`config.mk`:
```
export PLATFORM = sky130hd
export DESIGN_NAME = bit_serial_alu_ctrl
export DESIGN_NICKNAME = d
export VERILOG_FILES = /design/src/rtl/bit_serial_alu_ctrl.sv
export SDC_FILE = /design/constraint.sdc
export NUM_CORES = 1
export LEC_CHECK = 0
export CORE_ASPECT_RATIO = 0.6
export CORE_MARGIN = 4
export CORE_UTILIZATION = 45
export CTS_BUF_LIST = sky130_fd_sc_hd__clkbuf_8
export CTS_CLUSTER_SIZE = 40
export DETAILED_ROUTE_END_ITERATION = 16
export MAX_ROUTING_LAYER = met4
export PLACE_DENSITY = 0.8
export SYNTH_ARGS = -nofsm -noshare
export SYNTH_HDL_FRONTEND = slang
export SYNTH_SLANG_ARGS = --single-unit
export TNS_END_PERCENT = 50
```
`constraint.sdc`:
```
create_clock -name clk -period 5.72 [get_ports clk]
set_input_delay 1.144 -clock clk [delete_from_list [all_inputs] [get_ports clk]]
set_output_delay 1.144 -clock clk [all_outputs]
set_load 0.01 [all_outputs]
```
`src/rtl/bit_serial_alu_ctrl.sv`:
```
`default_nettype none
// +--------------------------------------------------------------------------+
// | Module      : bit_serial_alu_ctrl                                        |
// | Description : Sequencer for a 1-bit ALU slice; runs a WIDTH-bit op LSB   |
// |               first, one bit per clock, and assembles result and flags.  |
// |               Define ALU_OVF_EN to add the signed-overflow port.         |
// | Revision    : 1.0 - initial release                                      |
// +--------------------------------------------------------------------------+
module bit_serial_alu_ctrl #(
    parameter int WIDTH = 8
) (
    input  logic             clk,
    input  logic             rst_n,
    input  logic             start,
    input  logic [2:0]       opcode,
    input  logic [WIDTH-1:0] a,
    input  logic [WIDTH-1:0] b,
    output logic             ready,
    output logic             busy,
    output logic             done,
    output logic [WIDTH-1:0] result,
    output logic             carry_out,
    output logic             zero
`ifdef ALU_OVF_EN
    ,
    output logic             overflow
`endif
);

    localparam int CNT_W = $clog2(WIDTH + 1);

    localparam logic [2:0] c_op_and  = 3'b000;
    localparam logic [2:0] c_op_or   = 3'b001;
    localparam logic [2:0] c_op_xor  = 3'b010;
    localparam logic [2:0] c_op_not  = 3'b011;
    localparam logic [2:0] c_op_add  = 3'b100;
    localparam logic [2:0] c_op_sub  = 3'b101;
    localparam logic [2:0] c_op_nand = 3'b110;
    localparam logic [2:0] c_op_nor  = 3'b111;

    localparam logic [CNT_W-1:0] c_last = CNT_W'(WIDTH - 1);

    typedef enum logic [1:0] {
        S_IDLE = 2'd0,
        S_RUN  = 2'd1,
        S_DONE = 2'd2
    } state_t;

    state_t           r_state;
    logic [WIDTH-1:0] r_a_sr;
    logic [WIDTH-1:0] r_b_sr;
    logic [WIDTH-1:0] r_res_sr;
    logic [2:0]       r_op;
    logic [CNT_W-1:0] r_cnt;
    logic             r_carry;

    logic             w_arith;
    logic             w_a_bit;
    logic             w_b_bit;
    logic             w_sum;
    logic             w_cout;
    logic             w_bit;
    logic             w_last;
    logic [WIDTH-1:0] w_res_next;

    // Bit-cell slice: SUB is a + ~b + 1, the +1 comes from the preset carry flop.
    always_comb begin
        w_arith = (r_op == c_op_add) || (r_op == c_op_sub);
        w_a_bit = r_a_sr[0];
        w_b_bit = r_b_sr[0] ^ (r_op == c_op_sub);
        w_sum   = w_a_bit ^ w_b_bit ^ r_carry;
        w_cout  = (w_a_bit & w_b_bit) | (r_carry & (w_a_bit ^ w_b_bit));
        case (r_op)
            c_op_and:  w_bit = w_a_bit & w_b_bit;
            c_op_or:   w_bit = w_a_bit | w_b_bit;
            c_op_xor:  w_bit = w_a_bit ^ w_b_bit;
            c_op_not:  w_bit = ~w_a_bit;
            c_op_nand: w_bit = ~(w_a_bit & w_b_bit);
            c_op_nor:  w_bit = ~(w_a_bit | w_b_bit);
            default:   w_bit = w_sum;
        endcase
        w_res_next = {w_bit, r_res_sr[WIDTH-1:1]};
        w_last     = (r_state == S_RUN) && (r_cnt == c_last);
    end

    always_ff @(posedge clk or negedge rst_n) begin
        if (!rst_n) begin
            r_state   <= S_IDLE;
            r_a_sr    <= '0;
            r_b_sr    <= '0;
            r_res_sr  <= '0;
            r_op      <= '0;
            r_cnt     <= '0;
            r_carry   <= 1'b0;
            ready     <= 1'b1;
            busy      <= 1'b0;
            done      <= 1'b0;
            result    <= '0;
            carry_out <= 1'b0;
            zero      <= 1'b0;
        end else begin
            case (r_state)
                S_IDLE: begin
                    if (start) begin
                        r_a_sr  <= a;
                        r_b_sr  <= b;
                        r_op    <= opcode;
                        r_cnt   <= '0;
                        r_carry <= (opcode == c_op_sub);
                        r_state <= S_RUN;
                        ready   <= 1'b0;
                        busy    <= 1'b1;
                    end
                end
                S_RUN: begin
                    r_a_sr   <= r_a_sr >> 1;
                    r_b_sr   <= r_b_sr >> 1;
                    r_res_sr <= w_res_next;
                    r_cnt    <= r_cnt + 1'b1;
                    if (w_arith) begin
                        r_carry <= w_cout;
                    end
                    // Visible outputs change only on the final step.
                    if (w_last) begin
                        r_state   <= S_DONE;
                        busy      <= 1'b0;
                        done      <= 1'b1;
                        result    <= w_res_next;
                        carry_out <= w_arith & w_cout;
                        zero      <= (w_res_next == '0);
                    end
                end
                S_DONE: begin
                    r_state <= S_IDLE;
                    done    <= 1'b0;
                    ready   <= 1'b1;
                end
                default: begin
                    r_state <= S_IDLE;
                    done    <= 1'b0;
                    busy    <= 1'b0;
                    ready   <= 1'b1;
                end
            endcase
        end
    end

`ifdef ALU_OVF_EN
    // Signed overflow: carry into MSB (flop) versus carry out of MSB on the last step.
    always_ff @(posedge clk or negedge rst_n) begin
        if (!rst_n) begin
            overflow <= 1'b0;
        end else if (w_last) begin
            overflow <= w_arith & (r_carry ^ w_cout);
        end
    end
`endif

endmodule
`default_nettype wire

```
Word level (Yosys, flattened, before mapping)
Cells that the tools add are included.
- flip-flop bits (word level): 47
- input bits: 22
- output and inout bits: 13
- logic and storage cells: 76
- add/sub/neg operators: 1
- eq/ne operators: 14
- muxes and demuxes: 20
- bitwise logic cells: 14
- reductions and logical operators: 14
- operator list (cell ; number):
    $pmux 8 s2 ; 2
    $mux 8 ; 2
    $eq 3x3->1 const B ; 5
    $reduce_and 2->1 ; 6
    $logic_not 8->1 ; 1
    $pmux 4 s2 ; 1
    $eq 3x2->1 const B ; 2
    $mux 1 ; 6
    $ne 2x2->1 const B ; 3
    $not 1->1 ; 6
    $pmux 1 s2 ; 3
    $pmux 1 s6 ; 1
    $reduce_and 3->1 ; 2
    $add 4x1->4 const B ; 1
    $eq 4x3->1 const B ; 1
    $mux 2 ; 2
    $mux 4 ; 1
    $pmux 2 s2 ; 1
    $and 1x1->1 ; 3
    $eq 3x1->1 const B ; 1
    $logic_not 3->1 ; 1
    $pmux 1 s3 ; 1
    $xor 1x1->1 ; 3
    $eq 2x1->1 const B ; 1
    other kinds (6) ; 7

Depth between registers and ports, before layout
Gate-level depths: netlist of run 1.
- depth in word-level cells: 7
- mapped depth: 9
- depth with buffers taken out: 9

Worst setup path after synthesis of run 1
Ideal clock, no wire load.
- kind: register -> register
- from: register r_op[2]
- to: register result[7]
- library setup time: 128 ps
- data arrival time: 1948 ps
- data required time: 5592 ps
- path slack: 3644 ps
- cell stages (with the launch flop): 9
- buffers on the path: 0
- clock period less this slack: 2076 ps
- cells stage by stage: dfrtp_1 -> nor2b_1 -> nand2_1 -> xnor2_1 -> inv_1 -> ha_1 -> mux4_2 -> a21oi_2 -> o21ai_0
- cells in the longest elaborated chain, start to end: 5
- elaborated cells on any way between the ends: 15
- classes of those cells: eq/ne (6); mux (1); bitwise (7); reduce/logical (1)
- ends and longest elaborated chain (element ; RTL line ; source):
    start: declaration ; 53 ; logic [2:0] r_op;
    start signal: assignment ; 107 ; r_op <= opcode;
    $eq 3x3->1 ; 70 ; w_b_bit = r_b_sr[0] ^ (r_op == c_op_sub);
    $xor 1x1->1 ; 70 ;
    $xor 1x1->1, or another cell as far along ; 71, 76 ;
    $xor 1x1->1, or another cell as far along ; 71 ; w_sum = w_a_bit ^ w_b_bit ^ r_carry;
    $pmux 1 s6 (*) ; 73 ; case (r_op)
    end signal: assignment ; 128 ; result <= w_res_next;
    end: declaration ; 21 ; output logic [WIDTH-1:0] result,
Mark *: on every way between the ends. The rest lies on a longest branch, timed or not.
A chain may end at the register's enable or synchronous reset.

Worst setup path in the final report of run 1
- from: input start
- to: register r_a_sr[2]
- cells in the longest elaborated chain, start to end: 2
- ends and longest elaborated chain (element ; RTL line ; source):
    start: declaration ; 14 ; input logic start,
    $ne 2x2->1 (no source line) ; - ;
    $reduce_and 2->1 (no source line) ; - ;
    end signal: assignment ; 116 ; r_a_sr <= r_a_sr >> 1;
    end: declaration ; 50 ; logic [WIDTH-1:0] r_a_sr;
No other way between the ends.

==> impl_metrics.toml, run 1 <==
[floorplan]
io_pins = 35
core_mm2 = 0.004257
fp.dieW_um = 95.52
die_y_um = 60.52
fp.dieArea_mm2 = 0.005780
rows = 18
start_util = 0.4859

[timing]
min_period_over_period = 0.4496
layout_min_cycle_time_ns = 2.572
worst_pin_slew_ns = 1.108
skew_ns = 0.008312
fin_ws_ns = 3.148
fmax_mhz = 388.8
maxSlewViolCount = 0
finalSetupViolations = 0
maxSlewHeadroom = 0.2609
rsz0062_at_grt = "false"
tns_ns = 0
hold_viol = 0

[worst_setup_path]
crit_type = "input pin to flop"
cp_max_fo = 34
timing.rr.start = "r_op[2]"
reg2reg_to = "r_res_sr[7]"
reg2reg_depth = 8
arrival_ns = 2.70
cp-start-kind = "input pin"
critical_path_required_ns = 5.85
critPathCaptureType = "flop"
ff2ff_setup_slack_ns = 3.37

[clock_tree]
hold_buffers = 0
clockBufferDepth = 2
cts_tree = "built"
cts-htree-levels = 2
cts_root_buffer = "clkbuf_8"
cts.sinks = 46
cts.clk_slew.worst_paths_ns = 0.08
clk_latency_ns = 0.30
postCtsSetupRepairBufs = 0
numCtsBuffers = 5
cts_resized = 0

[pwr]
swShare = 0.3641
p_sw_mw = 0.4801
internal_power_mw = 0.8385
pwr-share-seq = 0.446
max-vdd-ir-drop_mv = 0.2503
p_leak_nw = 1.200
comb_power_share = 0.404
clkPwrFrac = 0.150
powerDensity_mw_per_mm2 = 525.3

[final_layout]
final_cell_mix = "65 x nand2_1, 45 x dfrtp_1, 33 x clkdlybuf4s50_1, 22 x o21ai_0, 14 x mux2i_1"
final.fill_count = 380
layout_commonest_cell = "nand2_1"
diodes = 0
layout-drive-gt1-share = 0.07203
syn_to_final_growth_pct = 21.36
final_nets = 261

[status]
run_status = "finished clean"

[yosys]
synth_cells = 202
synthTopCellsByArea = "dfrtp_1 54%, nand2_1 12%, mux2i_1 6.8%"
synth_top_area_share = 0.5445
synth_cell_types = 37
yosys.area.top_type = "dfrtp_1"
yosysWarnings = 0
avgSynthCellArea_um2 = 10.24
syn-num-nets = 228
synth_seq_area_share = 0.5572
ys_seq_elements = 46
syn_area_mm2 = 0.002068

[hold_path]
whs_path_depth = 2
whs_endpoint = "carry_out"
min_path_type = "flop to flop"
min-delay-start = "carry_out"

[route]
wirelength_um = 3987
wire_per_inst_um = 13.47
dr.pass1.iters = 4
drtIter0Drc = 86
drc = 0
routed_via_density = 4.929
vias = 1459
ant_nets = 0

[global_route]
antenna_found_initial = 0
grt_usage = 0.1573
grt_pass1_wl_um = 6651
gr-total-overflow = 0
grt_pass1_vias = 1407
grt_max_degree = 47

[place]
place.gp.congestion = 0.8257
port_buffers = 34
dpl_worst_slack_ns = 2.809
dp_hpwl_um = 2889

[flow_run]
drv_cap = 0
## worst max-delay path, cell delays in order
cell and delay, ns:
clkdlybuf4s50_1 0.45, o21ai_2 0.86, o21ai_0 0.24
## worst max path at each step
| stage | startpoint | end | slack, ns | depth (start not counted) |
|---|---|---|---|---|
| 6_report | start | r_a_sr[2] | 3.15 | 3 |
| 5_1_grt | start | r_cnt[2] | 2.95 | 4 |
| 4_1_cts | start | r_b_sr[5] | 3.13 | 3 |
| 3_5_place_dp | start | r_b_sr[5] | 2.81 | 3 |
| 3_3_place_gp | start | r_cnt[2] | 2.87 | 4 |
| 2_1_floorplan | r_op[2] | result[7] | 3.64 | 8 |
## cell type report
type,instances,area [µm²],share of cell area
clock buffer,6,82.58,0.03290
sequential,46,1152,0.4591
tap,60,75.07,0.02991
multi-input combinational,140,822.0,0.3275
inverter,7,26.28,0.01047
timing repair buffer,35,342.8,0.1366
clock inverter,2,8.758,0.003490
## stage by stage
step / total power, mW / instances / area, µm² / util / hold WS [ns]
4_1_cts: 1.331 / 296 / 2510 / 0.5897 / 0.4862
2_1_floorplan: 0.9505 / 202 / 2068 / - / 0.4493
6_report: 1.319 / 296 / 2510 / 0.5897 / 0.4813
3_3_place_gp: 1.106 / 288 / 2419 / 0.5682 / 0.4614
5_1_grt: 1.423 / 296 / 2510 / 0.5897 / 0.5079
3_5_place_dp: 1.130 / 288 / 2419 / 0.5682 / 0.4673
## routing by layer
| metal | routed length (µm) | track usage | vias up |
|---|---|---|---|
| met2 | 1717 | 0.2213 | 26 |
| met3 | 161 | 0.04461 | 4 |
| met5 | 0 | - | - |
| met4 | 27 | 0.04251 | 0 |
| li1 | - | - | 739 |
| met1 | 2080 | 0.2235 | 690 |
## state kept, by name, indices dropped and copies added, names as in the netlist
signal     count
r_b_sr         8
r_a_sr         8
r_state        2
zero           1
result         8
ready          1
r_carry        1
carry_out      1
busy           1
done           1
r_op           3
r_cnt          4
r_res_sr       7
## logic make-up after synthesis
logic type | count (synthesis) | share of synthesized area
flip-flops | 46 | 0.5572
multiplexers | 17 | 0.08953
buffers and inverters | 16 | 0.04719
AND/OR/NAND/NOR | 82 | 0.1688
adder cells (fa/ha/maj) | 4 | 0.02783
AO/OA/AOI/OAI | 35 | 0.1010
XOR/XNOR | 2 | 0.008471
## synth_stat cells
master,n
nor3_1,1
ha_1,3
nand2b_1,2
mux2_2,2
a21oi_1,1
nand2_1,65
or2b_1,1
o21ai_0,22
a211oi_1,1
o21bai_1,1
o21ai_1,2
a21o_1,1
nor2b_1,2
a311oi_1,1
a22o_1,4
clkbuf_2,1
xor2_1,1
nor4_1,1
and3b_1,1
and3_1,1
o32ai_1,1
nor3b_2,1
xnor2_1,1
inv_1,7
buf_6,1
mux4_2,1
buf_2,2
dfrtp_1,45
mux2i_1,14
nor2_1,4
a21oi_2,1
buf_8,1
buf_4,4
nand3_1,2
fa_1,1
nor2b_2,1
dfstp_2,1
## power by group through the flow
| stage | logic [mW] | clock network (mW) | registers, mW |
|---|---|---|---|
| CTS | 0.538 | 0.205 | 0.588 |
| floorplan | 0.363 | 0 | 0.588 |
| finish | 0.532 | 0.198 | 0.588 |
| global route | 0.595 | 0.221 | 0.607 |
| global placement | 0.518 | 0 | 0.588 |
| detailed placement | 0.537 | 0 | 0.593 |
(Power assumes the default switching activity.)
==> run 2: changes to the inputs <==
--- a/config.mk
+++ b/config.mk
@@ -12,7 +12,7 @@
 export CTS_CLUSTER_SIZE = 40
 export DETAILED_ROUTE_END_ITERATION = 16
 export MAX_ROUTING_LAYER = met4
-export PLACE_DENSITY = 0.8
+export PLACE_DENSITY = 0.83
 export SYNTH_ARGS = -nofsm -noshare
 export SYNTH_HDL_FRONTEND = slang
 export SYNTH_SLANG_ARGS = --single-unit
==> constraint.sdc (replaced) <==
create_clock -name clk -period 2.1 [get_ports clk]
set_input_delay 0.42 -clock clk [delete_from_list [all_inputs] [get_ports clk]]
set_output_delay 0.42 -clock clk [all_outputs]
set_load 0.01 [all_outputs]
==> impl_metrics.toml, run 2 (synthesized netlist as in run 1, its figures left out) <==
[status]
run_status = "finished clean"

[clock_tree]
cts-htree-levels = 2
numCtsBuffers = 5
cts_root_buffer = "clkbuf_8"
clockBufferDepth = 2
cts.sinks = 46
cts.clk_slew.worst_paths_ns = 0.09
clk_latency_ns = 0.31
cts_tree = "built"

[place]
dpl_worst_slack_ns = -0.08853
dp_hpwl_um = 3102
place.gp.congestion = 0.8008
port_buffers = 34
place_area_mm2 = 0.002484

[worst_setup_path]
crit_path_cell_trace = "nor2b_2 > nand2_2 > xnor2_4 > fa_1 > nor2b_1 > a311oi_2 > a21oi_4 > a22o_1"
critical_path_required_ns = 2.30
crit_type = "flop to flop"
reg2reg_depth = 8
critPathMaxStageDelay_ns = 0.49
cp_slowest_cell = "fa_1"
arrival_ns = 2.27
critPathCaptureType = "flop"
cp_max_fo = 3
cp-start-kind = "flop"

[global_route]
grt_usage = 0.1780
gr-total-overflow = 0
antenna_found_initial = 0
grt_pass1_vias = 1534
met2_usage = 0.2480
grt_busiest_layer = "met1"
grt_max_degree = 42
met1_usage = 0.2598
grt.met3_usage = 0.04213
grt_pass1_wl_um = 7431

[timing]
hold_viol = 0
rsz0062_at_grt = "true"
finalSetupViolations = 0
worst_pin_slew_ns = 0.4318
skew_ns = 0.009689
fin_ws_ns = 0.03629
maxSlewViolCount = 0
fmax_mhz = 484.6
min_period_over_period = 0.9827
maxSlewHeadroom = 0.7122
layout_min_cycle_time_ns = 2.064

[route]
wire_per_inst_um = 15.01
ant_nets = 0
routed_via_density = 5.039
dr.pass1.iters = 4
wirelength_um = 4609
vias = 1547
drtIter0Drc = 82
drc = 0

[final_layout]
layout-drive-gt1-share = 0.1417
diodes = 0
final_cell_mix = "64 x nand2_1, 45 x dfrtp_1, 33 x clkdlybuf4s50_1, 20 x o21ai_0, 14 x mux2i_1"
finalInstanceArea_mm2 = 0.002696
largest_registers = "r_a_sr (8), r_b_sr (8), result (8)"
syn_to_final_growth_pct = 30.37
layout_commonest_cell = "nand2_1"
final_nets = 272

[pwr]
powerDensity_mw_per_mm2 = 1516
p_leak_nw = 1.270
max-vdd-ir-drop_mv = 0.7249

[flow_run]
drv_cap = 0

[floorplan]
io_pins = 35
die_y_um = 60.52
fp.dieArea_mm2 = 0.005780
rows = 18
start_util = 0.4859
fp.dieW_um = 95.52
core_mm2 = 0.004257

[hold_path]
min_path_type = "input pin to async pin"
[run 2: what timing repair did]
action / CTS / global route
cloned: 0 / 0
buffers inserted: 2 / 1
setup endpoints to repair: 3 / 3
hold buffers: 1 / 0
hold endpoints to repair: 5 / 0
pin swaps: 2 / 4
resized for setup: 6 / 7
[run 2: stage by stage]
stage                     total power [mW]    util  std cells  setup TNS, ns  hold WS, ns
final                                4.089  0.6335        307              0       0.4686
after global routing                 4.375  0.6335        307        -0.1274       0.4963
after CTS                            3.987  0.6252        306              0       0.4653
after detailed placement             3.176  0.5835        295        -0.2477       0.2627
after global placement               3.074  0.5835        295              0       0.2611
after floorplan                      2.589       -        202              0       0.1244
[run 2: worst max-delay path, delay by kind of cell, from the launching register on]
family | cells | cell delay, ns
AOI/OAI and AO/OA | 3 | 0.60
adders and majority gates | 1 | 0.49
DFF | 1 | 0.39
and+or+nand+nor | 3 | 0.32
xor gates and xnor gates | 1 | 0.16
[run 2: routing by layer]
| layer | share of wire | vias to the layer above |
|---|---|---|
| met5 | 0 | - |
| met4 | 0.0093 | 0 |
| li1 | - | 760 |
| met1 | 0.50 | 740 |
| met3 | 0.055 | 5 |
| met2 | 0.43 | 42 |
[run 2: where the power goes]
part	internal, mW	switching (mW)	leakage [nW]
sequential	1.30	0.316	0.571
combinational	0.920	0.887	0.648
clock	0.354	0.316	0.0504
total	2.57	1.52	1.27
[run 2: worst paths after layout]
path | from | to | slack (ns)
max | r_op[1] | zero | 0.04
min | rst_n | done | 0.47
max reg2reg | r_op[1] | zero | 0.04
min reg2reg | carry_out | carry_out | 0.48
max in group asynchronous | rst_n | ready | 1.13
min in group clk | carry_out | carry_out | 0.48
[run 2: final cells by class]
| cell class | count | area, µm² |
|---|---|---|
| Timing Repair Buffer | 46 | 444.2 |
| Sequential cell | 46 | 1152 |
| Clock buffer | 5 | 68.82 |
| Inverter | 7 | 26.28 |
| Tap cell | 60 | 75.07 |
| Clock inverter | 3 | 45.04 |
| Fill cell | 346 | 1560 |
| Multi-Input combinational cell | 140 | 884.6 |
==> RTL change 1: new RTL, settings of run 1 <==
`WIDTH`: 8 -> 16.
--- a/src/rtl/bit_serial_alu_ctrl.sv
+++ b/src/rtl/bit_serial_alu_ctrl.sv
@@ -9,3 +9,3 @@
 module bit_serial_alu_ctrl #(
-    parameter int WIDTH = 8
+    parameter int WIDTH = 16
 ) (
Interface: changed (resized a, b and result); port bits go from 35 to 59. No check against the original RTL was run, so the function may have changed too.
==> RTL change 1 against run 1 <==
Design area up 65%; via count increased by 68%; utilization grew 1.2 points; sequential share of layout area rose by 1.9 points; total power grew 66%; sequential cell count rose by 33; largest cell class unchanged; register-to-register slack worse by 230 ps; wire length rose by 74%; clock power is 130% higher; worst setup slack worse by 260 ps; synthesized area grew 59%; critical path depth increased by 2; count of clock-buffer cells in the layout grew 8.
==> RTL change 1: results <==
[hold_path]
worstHoldStart = "result[15]"

[final_layout]
reg_top3 = "r_a_sr (16), r_b_sr (16), result (16)"
drive_gt1_share_pct = 8.42
nets = 418

[critical_path]
crit_family = "buffers and inverters"
cpMaxStageDelayCell = "nand3b_1"
worstPathMaxFanout = 24
arrival_ps = 3010
slowest_delay_ps = 610

[sta]
relSlewSlack_pct = 25.6
finalClockSkew_ps = 7.02

[placement]
gp_congestion = 0.778
pre_cts_ws_ps = 2530
portBuffers = 58
hpwlAfterDp_mm = 4.64

[synth]
synth_area_leaders = "dfrtp_1 (59%), nor2_1 (6.8%), nand2_1 (6.4%), o22ai_1 (5.9%), mux2_1 (3.8%)"
synth_common_cells = "dfrtp_1 (78), nor2_1 (60), nand2_1 (56)"
yosysSeqAreaShare_pct = 60.0
synthesis.nets = 365

[drt]
wl_per_cell_um = 14.9
via_per_inst = 5.26
drt_iter0_markers = 205

[clock_tree]
ctsHtreeMaxLevel = 3
numCtsBuffers = 9
insertion_delay_ps = 350

[global_routing]
grt_pass1_vias = 2487
grt_start_max_net_pins = 80
grt_pass1_wl_mm = 11.9
grt_usage_pct = 17.7

[power_and_ir_drop]
vdd_drop_max_v = 0.000208

[status]
status = "completed"
==> RTL change 1: cell types whose count changed after synthesis, sizes merged, moves of 4 or more <==
cell,run 1,this run
mux2i,14,0
nand2,65,57
mux2,2,18
nor2,4,60
buf,8,13
o22ai,0,31
nand3,2,6
o21ai,24,13
dfrtp,45,78
clkbuf,1,5
==> RTL change 1: cell type report <==
cell class / count / area (µm²)
clock buffers: 14 / 193
clock inverters: 2 / 35.0
fillers: 618 / 2740
inverters: 7 / 26.3
multi-input cells: 218 / 1200
flip-flops and latches: 79 / 1980
well taps: 87 / 109
repair buffers: 60 / 593
==> RTL change 1: kinds of logic (layout without fill, tap and decap cells) <==
kind of cell	after synthesis	after routing	synth area share [%]
XOR/XNOR	1	1	0.266
buffers and inverters	25	83	3.49
multiplexers	18	18	6.15
AO/OA/AOI/OAI	55	55	10.1
flip-flops	79	79	60.0
adder cells (fa/ha/maj)	5	5	2.13
AND/OR/NAND/NOR	139	139	17.8
==> RTL change 1: worst paths after layout <==
kind                            slack (ps)  depth (start not counted)      endpoint
min in group asynchronous              930                          1    result[10]
worst min register to register         490                          2    result[15]
worst min-delay path                   490                          2    result[15]
max in group asynchronous             4140                          1          busy
worst max register to register        3140                          7  r_res_sr[15]
worst max-delay path                  2890                          5     r_a_sr[0]
==> RTL change 1: power by group <==
part | switching, W | leakage [nW] | internal, W | total (W)
sequential | 0.000179 | 0.971 | 0.000804 | 0.000983
clock | 0.000192 | 0.119 | 0.000261 | 0.000453
combinational | 0.000386 | 0.804 | 0.000365 | 0.000751
total | 0.000757 | 1.89 | 0.00143 | 0.00219
==> RTL change 1: tightest hold or removal path, cell delays in order, from the launching register on <==
cell and delay [ps]:
dfrtp_1 350, nand2_1 50, o21ai_0 60
==> RTL change 1: layer usage <==
metal  vias up  track usage (%)  wire [µm]
met2        63             27.1       3140
met1      1189             22.8       3290
met3         9             5.55        416
li1       1194                -          -
met5         -                -          0
met4         0             5.78         95
==> RTL change 1: per-stage QoR <==
| step | power (W) | area, µm² | hold slack [ps] | instances | utilization, % |
|---|---|---|---|---|---|
| after floorplan | 0.00146 | 3300 | 449 | 322 | - |
| after global placement | 0.00169 | 3910 | 467 | 451 | 56.9 |
| after detailed placement | 0.00175 | 3910 | 483 | 451 | 56.9 |
| after CTS | 0.00221 | 4140 | 493 | 467 | 60.2 |
| after global routing | 0.00236 | 4140 | 511 | 467 | 60.2 |
| final | 0.00219 | 4140 | 487 | 467 | 60.2 |
==> RTL change 2: new RTL, settings of run 1 <==
Without the edit above. Encoding of `state_t`: now one-hot (3 bits for 3 states).
--- a/src/rtl/bit_serial_alu_ctrl.sv
+++ b/src/rtl/bit_serial_alu_ctrl.sv
@@ -42,6 +42,6 @@
 
-    typedef enum logic [1:0] {
-        S_IDLE = 2'd0,
-        S_RUN  = 2'd1,
-        S_DONE = 2'd2
+    typedef enum logic [2:0] {
+        S_IDLE = 3'b001,
+        S_RUN  = 3'b010,
+        S_DONE = 3'b100
     } state_t;
Formal check against the unedited RTL: same outputs for any inputs over 10 cycles, from zero or initial values and one cycle with rst_n low; not proved beyond that.
==> RTL change 2 against run 1 <==
Design area grew 6.9%; total power shrank 7.5%; worst setup slack lost 250 ps; utilization shrank 1.4 points; count of clock-buffer cells in the layout is the same; wire length grew 4.9%; sequential cell count grew 1; clock skew shrank 5.3 ps; critical endpoint is now result[7]; cell count grew 1.0%; synthesized area grew 7.1%; critical path type is now reg -> reg; fmax shrank 8.8%; die area grew 6.4%; global-route usage shrank 0.95 points; synthesized cell count grew 0.50%.
==> RTL change 2: results <==
[status]
status = "completed"

[clock_tree]
ctsHtreeMaxLevel = 2
cts_setup_buffers = 0
insertion_delay_ps = 300
numCtsBuffers = 5
clock-root-buffer = "clkbuf_8"
clk_pin_slew_ps = 90

[power_and_ir_drop]
vdd_drop_max_v = 0.000174
leakage_nw = 1.18

[final_layout]
syn2layout_area_growth_pct = 21.1
n_antenna_cell = 0
drive_gt1_share_pct = 12.7
reg_top3 = "r_a_sr (8), r_b_sr (8), result (8)"

[synth]
syn_inst = 203
synth_edf_count = 0
yosysSeqAreaShare_pct = 53.2
synthesis.nets = 229
synth_cell_types = 40
ys_warn_count = 0
synth_area_leaders = "dfrtp_1 (51%), mux2i_1 (6.8%), nand2_1 (6.4%), o21ai_0 (5.6%), mux2_4 (4.7%)"
synth_common_cells = "dfrtp_1 (45), nand2_1 (38), o21ai_0 (25)"

[global_routing]
grt_pass1_vias = 1545
grt_usage_pct = 14.8
grt_start_max_net_pins = 48
antenna_found_initial = 0
grt_pass1_wl_mm = 7.26

[drt]
wl_per_cell_um = 14.0
drt_iter0_markers = 96
drt_wl_total_mm = 4.18
dr.pass1.iters = 4
via_per_inst = 5.13

[critical_path]
reg2regPathDepth = 9
crit_family = "multiplexers"
rrSetupSlack_ps = 2900
worstPathMaxFanout = 5
worstReg2RegEnd = "result[7]"
rr_startpoint = "r_op[2]"
arrival_ps = 3060
slowest_delay_ps = 450
cpMaxStageDelayCell = "dfrtp_1"

[placement]
placed_area_um2 = 2570
portBuffers = 34
place_inst = 291
hpwlAfterDp_mm = 2.78
gp_congestion = 0.856

[sta]
relSlewSlack_pct = 33.2
finalClockSkew_ps = 2.98

[hold_path]
hold_class = "reg -> reg"
worstHoldStart = "r_b_sr[3]"
holdPathEnd = "r_b_sr[2]"
==> RTL change 2: cell type report <==
cell class	count	area, µm²
clock buffer	6	82.6
fill	424	1980
sequential	47	1180
tap	63	78.8
timing repair buffer	35	343
inverter	9	33.8
clock inverter	2	35.0
multi-input combinational	137	932
==> RTL change 2: stage by stage <==
step	setup slack (ps)	utilization, %	hold slack (ps)
CTS	2910	57.6	491
global route	2710	57.6	513
detailed placement	2740	55.1	467
global placement	2800	55.1	456
floorplan	3530	-	442
finish	2900	57.6	485
==> RTL change 2: where the power goes <==
| group | total (W) | switching (W) | internal [W] |
|---|---|---|---|
| clock | 0.000252 | 0.000110 | 0.000141 |
| sequential | 0.000544 | 0.0000961 | 0.000448 |
| combinational | 0.000423 | 0.000221 | 0.000202 |
| total | 0.00122 | 0.000427 | 0.000792 |
==> RTL change 2: tightest hold or removal path, delay by kind of cell, from the launching register on <==
| family | cells | cell delay, ps |
|---|---|---|
| AOI/OAI and AO/OA | 1 | 60 |
| DFF | 1 | 350 |
| and+or+nand+nor | 1 | 50 |
==> RTL change 2: layer usage <==
metal | GRT usage [%] | wire length, µm
met1 | 22.3 | 2210
met2 | 19.1 | 1700
met3 | 4.92 | 232
met4 | 3.24 | 36
met5 | - | 0
==> RTL change 2: cell families after synthesis <==
logic type	count (synthesis)	synth area share, %
simple gates	68	15.0
fa+ha+maj	4	2.60
compound gates	37	9.20
flops	47	53.2
buf+inv	19	5.03
xor+xnor	1	0.395
mux	27	14.6
==> RTL change 2: worst max path at each step <==
stage	start	end	slack, ps	cells after the start
after floorplan	r_op[2]	r_res_sr[7]	3530	9
after global routing	r_op[2]	result[7]	2710	9
after global placement	start	r_cnt[3]	2800	5
final	r_op[2]	result[7]	2900	9
after CTS	r_op[2]	result[7]	2910	9
after detailed placement	start	r_cnt[3]	2740	5
